## src/rtl/pic_control_bus_seq.sv

```systemverilog
`default_nettype none
// ============================================================================
// Module      : pic_control_bus_seq
// Description : Clocked 8259 read/write control bus. It synchronises the CPU
//               strobes, address and data, and detects completed write cycles.
//               It sequences ICW1->ICW2->[ICW3]->[ICW4] initialisation, decodes
//               each committed write into a one-cycle ICW/OCW strobe, and tracks
//               the OCW3 read-register selection.
// Ports       : clk, reset (sync, active-low)
//               CS, rd_enable, wr_enable (active-low), A1, bi_data_bus  - CPU side
//               internal_bus           - last committed write data
//               write_ICW1..4, write_OCW1..3 - one-cycle decode strobes
//               read, read_select      - read level and register selection
//               init_done, single_mode, icw4_needed - init status
// Revision    : 1.0 - initial release
// ============================================================================
module pic_control_bus_seq #(
    parameter int DATA_WIDTH  = 8,
    parameter int SYNC_STAGES = 2
) (
    input  logic                  clk,
    input  logic                  reset,
    input  logic                  CS,
    input  logic                  rd_enable,
    input  logic                  wr_enable,
    input  logic                  A1,
    input  logic [DATA_WIDTH-1:0] bi_data_bus,
    output logic [DATA_WIDTH-1:0] internal_bus,
    output logic                  write_ICW1,
    output logic                  write_ICW2,
    output logic                  write_ICW3,
    output logic                  write_ICW4,
    output logic                  write_OCW1,
    output logic                  write_OCW2,
    output logic                  write_OCW3,
    output logic                  read,
    output logic [1:0]            read_select,
    output logic                  init_done,
    output logic                  single_mode,
    output logic                  icw4_needed
);

    localparam logic [2:0] c_ST_IDLE  = 3'd0;
    localparam logic [2:0] c_ST_ICW2  = 3'd1;
    localparam logic [2:0] c_ST_ICW3  = 3'd2;
    localparam logic [2:0] c_ST_ICW4  = 3'd3;
    localparam logic [2:0] c_ST_READY = 3'd4;

    // ------------------------------------------------------------------
    // Input synchronisers (stage 0 samples the pins)
    // ------------------------------------------------------------------
    logic [SYNC_STAGES-1:0] r_cs_sync;
    logic [SYNC_STAGES-1:0] r_rd_sync;
    logic [SYNC_STAGES-1:0] r_wr_sync;
    logic [SYNC_STAGES-1:0] r_a1_sync;
    logic [DATA_WIDTH-1:0]  r_data_sync [SYNC_STAGES];
    // Bit k set once the chain has shifted k+1 real samples since reset;
    // the top bit qualifies the registered write-active flag.
    logic [SYNC_STAGES:0]   r_sync_valid;

    always_ff @(posedge clk) begin
        if (!reset) begin
            r_cs_sync    <= '1;
            r_rd_sync    <= '1;
            r_wr_sync    <= '1;
            r_a1_sync    <= '0;
            r_sync_valid <= '0;
            for (int i = 0; i < SYNC_STAGES; i++) begin
                r_data_sync[i] <= '0;
            end
        end else begin
            r_cs_sync[0]   <= CS;
            r_rd_sync[0]   <= rd_enable;
            r_wr_sync[0]   <= wr_enable;
            r_a1_sync[0]   <= A1;
            r_data_sync[0] <= bi_data_bus;
            for (int i = 1; i < SYNC_STAGES; i++) begin
                r_cs_sync[i]   <= r_cs_sync[i-1];
                r_rd_sync[i]   <= r_rd_sync[i-1];
                r_wr_sync[i]   <= r_wr_sync[i-1];
                r_a1_sync[i]   <= r_a1_sync[i-1];
                r_data_sync[i] <= r_data_sync[i-1];
            end
            r_sync_valid <= {r_sync_valid[SYNC_STAGES-1:0], 1'b1};
        end
    end

    logic                  w_cs_s;
    logic                  w_rd_s;
    logic                  w_wr_s;
    logic                  w_a1_s;
    logic [DATA_WIDTH-1:0] w_data_s;
    logic                  w_wr_act;

    assign w_cs_s   = r_cs_sync[SYNC_STAGES-1];
    assign w_rd_s   = r_rd_sync[SYNC_STAGES-1];
    assign w_wr_s   = r_wr_sync[SYNC_STAGES-1];
    assign w_a1_s   = r_a1_sync[SYNC_STAGES-1];
    assign w_data_s = r_data_sync[SYNC_STAGES-1];
    assign w_wr_act = ~w_cs_s & ~w_wr_s;

    // ------------------------------------------------------------------
    // Write-cycle detection
    // ------------------------------------------------------------------
    logic                  r_wr_act_q;
    logic                  r_armed;
    logic                  r_hold_a1;
    logic [DATA_WIDTH-1:0] r_hold_data;
    logic                  r_commit;
    logic                  r_cmt_a1;
    logic [DATA_WIDTH-1:0] r_cmt_data;
    logic                  w_wr_rise;
    logic                  w_wr_fall;

    // A rising edge only counts once r_wr_act_q reflects a genuine sample.
    // A write already low when reset releases never shows a 0->1 edge,
    // so it is never armed and is dropped.
    assign w_wr_rise = w_wr_act & ~r_wr_act_q & r_sync_valid[SYNC_STAGES];
    assign w_wr_fall = r_armed & r_wr_act_q & ~w_wr_act;

    always_ff @(posedge clk) begin
        if (!reset) begin
            r_wr_act_q  <= 1'b0;
            r_armed     <= 1'b0;
            r_hold_a1   <= 1'b0;
            r_hold_data <= '0;
            r_commit    <= 1'b0;
            r_cmt_a1    <= 1'b0;
            r_cmt_data  <= '0;
        end else begin
            r_wr_act_q <= w_wr_act;
            if (w_wr_fall) begin
                r_armed <= 1'b0;
            end else if (w_wr_rise) begin
                r_armed <= 1'b1;
            end
            // Address/data as seen on the last cycle the write was active.
            if (w_wr_act) begin
                r_hold_a1   <= w_a1_s;
                r_hold_data <= w_data_s;
            end
            // Snapshot at commit so a back-to-back write cannot disturb decode.
            r_commit <= w_wr_fall;
            if (w_wr_fall) begin
                r_cmt_a1   <= r_hold_a1;
                r_cmt_data <= r_hold_data;
            end
        end
    end

    // ------------------------------------------------------------------
    // Init sequencer and command decode
    // r_strobe: [0]ICW1 [1]ICW2 [2]ICW3 [3]ICW4 [4]OCW1 [5]OCW2 [6]OCW3
    // ------------------------------------------------------------------
    logic [2:0]            r_state;
    logic [6:0]            r_strobe;
    logic [DATA_WIDTH-1:0] r_bus;
    logic [1:0]            r_rsel;
    logic                  r_single;
    logic                  r_ic4;

    always_ff @(posedge clk) begin
        if (!reset) begin
            r_state  <= c_ST_IDLE;
            r_strobe <= '0;
            r_bus    <= '0;
            r_rsel   <= 2'b00;
            r_single <= 1'b0;
            r_ic4    <= 1'b0;
        end else begin
            r_strobe <= '0;
            if (r_commit) begin
                r_bus <= r_cmt_data;
                if (!r_cmt_a1 && r_cmt_data[4]) begin
                    // ICW1 restarts initialisation from any state.
                    r_strobe[0] <= 1'b1;
                    r_single    <= r_cmt_data[1];
                    r_ic4       <= r_cmt_data[0];
                    r_rsel      <= 2'b00;
                    r_state     <= c_ST_ICW2;
                end else if (r_cmt_a1) begin
                    case (r_state)
                        c_ST_ICW2: begin
                            r_strobe[1] <= 1'b1;
                            if (!r_single)  r_state <= c_ST_ICW3;
                            else if (r_ic4) r_state <= c_ST_ICW4;
                            else            r_state <= c_ST_READY;
                        end
                        c_ST_ICW3: begin
                            r_strobe[2] <= 1'b1;
                            r_state     <= r_ic4 ? c_ST_ICW4 : c_ST_READY;
                        end
                        c_ST_ICW4: begin
                            r_strobe[3] <= 1'b1;
                            r_state     <= c_ST_READY;
                        end
                        c_ST_READY: r_strobe[4] <= 1'b1;
                        default: ;
                    endcase
                end else if (r_state == c_ST_READY) begin
                    if (!r_cmt_data[3]) begin
                        r_strobe[5] <= 1'b1;
                    end else begin
                        r_strobe[6] <= 1'b1;
                        // RR selects; RIS picks ISR over IRR.
                        if (r_cmt_data[1]) begin
                            r_rsel <= r_cmt_data[0] ? 2'b01 : 2'b00;
                        end
                    end
                end
            end
        end
    end

    assign internal_bus = r_bus;
    assign write_ICW1   = r_strobe[0];
    assign write_ICW2   = r_strobe[1];
    assign write_ICW3   = r_strobe[2];
    assign write_ICW4   = r_strobe[3];
    assign write_OCW1   = r_strobe[4];
    assign write_OCW2   = r_strobe[5];
    assign write_OCW3   = r_strobe[6];
    assign init_done    = (r_state == c_ST_READY);
    assign single_mode  = r_single;
    assign icw4_needed  = r_ic4;

    // A pending write masks the read; A1 during a read reports IMR without
    // touching the stored OCW3 selection.
    assign read        = ~w_cs_s & ~w_rd_s & ~w_wr_act;
    assign read_select = (read & w_a1_s) ? 2'b10 : r_rsel;

endmodule
`default_nettype wire

```

## config.mk

```make
export PLATFORM = sky130hd
export DESIGN_NAME = pic_control_bus_seq
export DESIGN_NICKNAME = d
export VERILOG_FILES = /design/src/rtl/pic_control_bus_seq.sv
export SDC_FILE = /design/constraint.sdc
export NUM_CORES = 1
export LEC_CHECK = 0
export BUFFER_PORTS_ARGS = -buffer_cell sky130_fd_sc_hd__buf_2
export CAP_MARGIN = 10
export CELL_PAD_IN_SITES_DETAIL_PLACEMENT = 1
export CELL_PAD_IN_SITES_GLOBAL_PLACEMENT = 1
export CORE_UTILIZATION = 45
export CTS_CLUSTER_SIZE = 28
export DETAILED_ROUTE_END_ITERATION = 6
export MAX_ROUTING_LAYER = met4
export PLACE_DENSITY = 0.89
export SLEW_MARGIN = 20
export SYNTH_ARGS = -nofsm -noshare
export SYNTH_HDL_FRONTEND = slang
export SYNTH_SLANG_ARGS = --single-unit
```

## constraint.sdc

```tcl
create_clock -name clk -period 2.3 [get_ports clk]
set_clock_uncertainty 0.2 [all_clocks]
set_input_delay 0.23 -clock clk [delete_from_list [all_inputs] [get_ports clk]]
set_output_delay 0.23 -clock clk [all_outputs]
set_load 0.02 [all_outputs]
```

==> qor.csv <==
metric,value,unit
Tightest Hold Check Type,in2reg,
Fin. Hold Viols,0,
post-DP HPWL,2730,um
root buf cell,clkbuf_8,
Core Footprint,4755,um2
Setup-failing EPs final,0,
"FFs w/ async S/R, synth",0,
initial core utilization,0.4700,
post-route ant nets,0,
RePlAce Congestion,0.7444,
Fmax,554.6,MHz
wire length per cell,12.66,um
Post-Place Cell Area,2481,um2
DR iter-0 viols,72,
CTS buffer count,9,
Worst Hold Depth,2,
Clock H-tree levels,3,
Bufs on Longest Clock Path,2,
"Min Clock Period, post-route",1.803,ns
share of post-route cells with drive strength above 1,0.2256,
PwrDens,815.2,nW/um2
RR Startpoint,r_cs_sync[1],
CTS tree,done,
Clock transition at path regs,0.07,ns
Sink Count,69,
first drt pass iteration count,4,
WP data required,1.87,ns
sequential power share,0.533,
Hold Path Origin,reset,
fillers,537,
Clock power frac,0.439,
Core Rows,25,
status,"finished, final reports clean",
die area,5252,um2
maxcap violations,0,
gr usage total,0.1881,
vias in the first global route,1554,
final instance area,2813,um2
gr ovfl total,0,
Post-synth EDFFs,0,
Gate Count Post-Synth,209,
vias per cell,4.775,
I/O Buffers,34,
register-to-register setup slack,0.62,ns
initial antenna violation count,0,
IO Count,35,
Rel. slew slack,0.6123,
WS Path Type,reg2out,
Hold WS,0.1162,ns
TNS Setup,0,ns
peak supply drop,0.0004739,V
P_int,1.840,mW
WP data arrival,1.37,ns
P&R area growth vs syn,25.87,%
Leak Pwr,1.178,nW
unrepaired setup endpoints after global routing,false,
synthesis-stage register bit count,69,
largest net degree at the start of global routing,39,
reg2reg path depth,3,
Worst-Margin Slew,0.5784,ns
WL final,4216,um
vias post-DR,1590,
worst-path fanout max,5,
drt drc,0,
Gate power share,0.027,
Skew-Pair Late Insertion Delay,0.34,ns
Nets,275,
Setup crit end kind,output port,
FF-to-FF End,r_cmt_data[6],
post-synthesis sequential area ratio,0.6181,
synth warn,0,
syn nets,223,
Post-synth top flop,dfxtp_1,
syn_area_per_cell,10.69,um2
post-CTS sizing,0,
Hold Path Sink,r_sync_valid[0],
total power,2.293,mW
Final period util,0.7840,
sw power,0.4526,mW
crit start category,flip-flop,
width of the die,72.47,um
Mapped Area,2235,um2
first-pass GRT wire length,7086,um
# diodes,0,
Die Span Y,72.47,um
"Slew Viols, Final",0,
count of cell types in the netlist,34,
switching share of power,0.1974,
-- worst max-delay path, stage by stage (launching register included) --
cell	delay, ns
dfxtp_1	0.37
or3b_4	0.42
inv_1	0.08
buf_2	0.16
-- routing by layer --
layer	track usage	share of wire	vias up
met5	-	0	-
met2	0.2970	0.49	36
met1	0.2065	0.45	743
met4	0.09804	0.018	0
li1	-	-	804
met3	0.07083	0.043	7
-- metrics by stage --
stage / std cells / utilization / worst slack (ns)
after CTS: 333 / 0.5916 / 0.4600
after global routing: 333 / 0.5916 / 0.4101
after floorplan: 209 / - / 0.4789
after global placement: 305 / 0.5218 / 0.6821
after detailed placement: 305 / 0.5218 / 0.6165
final: 333 / 0.5916 / 0.4969
-- timing repair --
item / CTS / global route
setup buffers: 0 / 0
hold buffers: 12 / 0
endpoints found under the hold margin: 12 / 0
-- worst max-delay path by stage --
stage                      to          from  cells after the start  slack [ns]
2_1_floorplan  read_select[0]  r_wr_sync[1]                      3        0.48
3_3_place_gp    r_cmt_data[5]  r_cs_sync[1]                      3        0.68
3_5_place_dp    r_cmt_data[6]  r_cs_sync[1]                      3        0.62
4_1_cts             init_done    r_state[2]                      3        0.46
5_1_grt             init_done    r_state[2]                      3        0.41
6_report            init_done    r_state[2]                      3        0.50
-- power groups by stage --
stage / Sequential (mW) / Clock (mW) / Combinational (mW)
finish: 1.22 / 1.01 / 0.0630
global route: 1.22 / 1.10 / 0.0704
CTS: 1.22 / 1.04 / 0.0635
detailed placement: 1.25 / 0 / 0.0480
global placement: 1.25 / 0 / 0.0460
floorplan: 1.25 / 0 / 0.0300
-- Yosys cell counts, drive strengths merged (2+ instances only) --
library cell  count  area share
dfxtp            69        0.62
nand2            24       0.040
and2             22       0.062
nor2             14       0.024
a21oi            10       0.022
mux2i            10       0.045
a22o              9       0.035
nand2b            7       0.020
clkbuf            5      0.0084
inv               5      0.0084
buf               4      0.0084
and3              3      0.0084
nor3              3      0.0090
nor3b             3       0.010
nand3             2      0.0045
nor2b             2      0.0056
o21ai             2      0.0045
or2               2      0.0067
-- flip-flops by register name (all words and copies together), names as in the netlist, 2 cells and up --
signal and cells:
r_data_sync 16, internal_bus 8, r_cmt_data 8, r_hold_data 8, r_strobe 7, r_state 3
r_sync_valid 3, r_a1_sync 2, r_cs_sync 2, r_rd_sync 2, r_wr_sync 2
-- cells by family after synthesis --
kind of cell    Yosys count  synth area share
simple gates             86            0.2144
flops                    69            0.6181
compound gates           30           0.09743
mux                      10           0.04479
buf+inv                  14           0.02519
-- cell usage in the layout (no fill, tap or decap), drive strengths merged, types with 9 or more instances in the layout --
master and count:
a21oi 10, dfxtp 69, dlygate4sd3 12, a22o 9, mux2i 10, and2 22
clkbuf 13, nand2 24, buf 38, nor2 14
-- cell type report --
type                       instances  area (um2)  share of cell area
inverter                           5       18.77            0.006673
clock buffer                      13       168.9             0.06005
timing repair buffer              50       320.3              0.1139
tap                               67       83.83             0.02980
clock inverter                     3       42.54             0.01512
multi-input combinational        126       797.0              0.2834
sequential                        69        1381              0.4911
(Power assumes the default switching activity.)
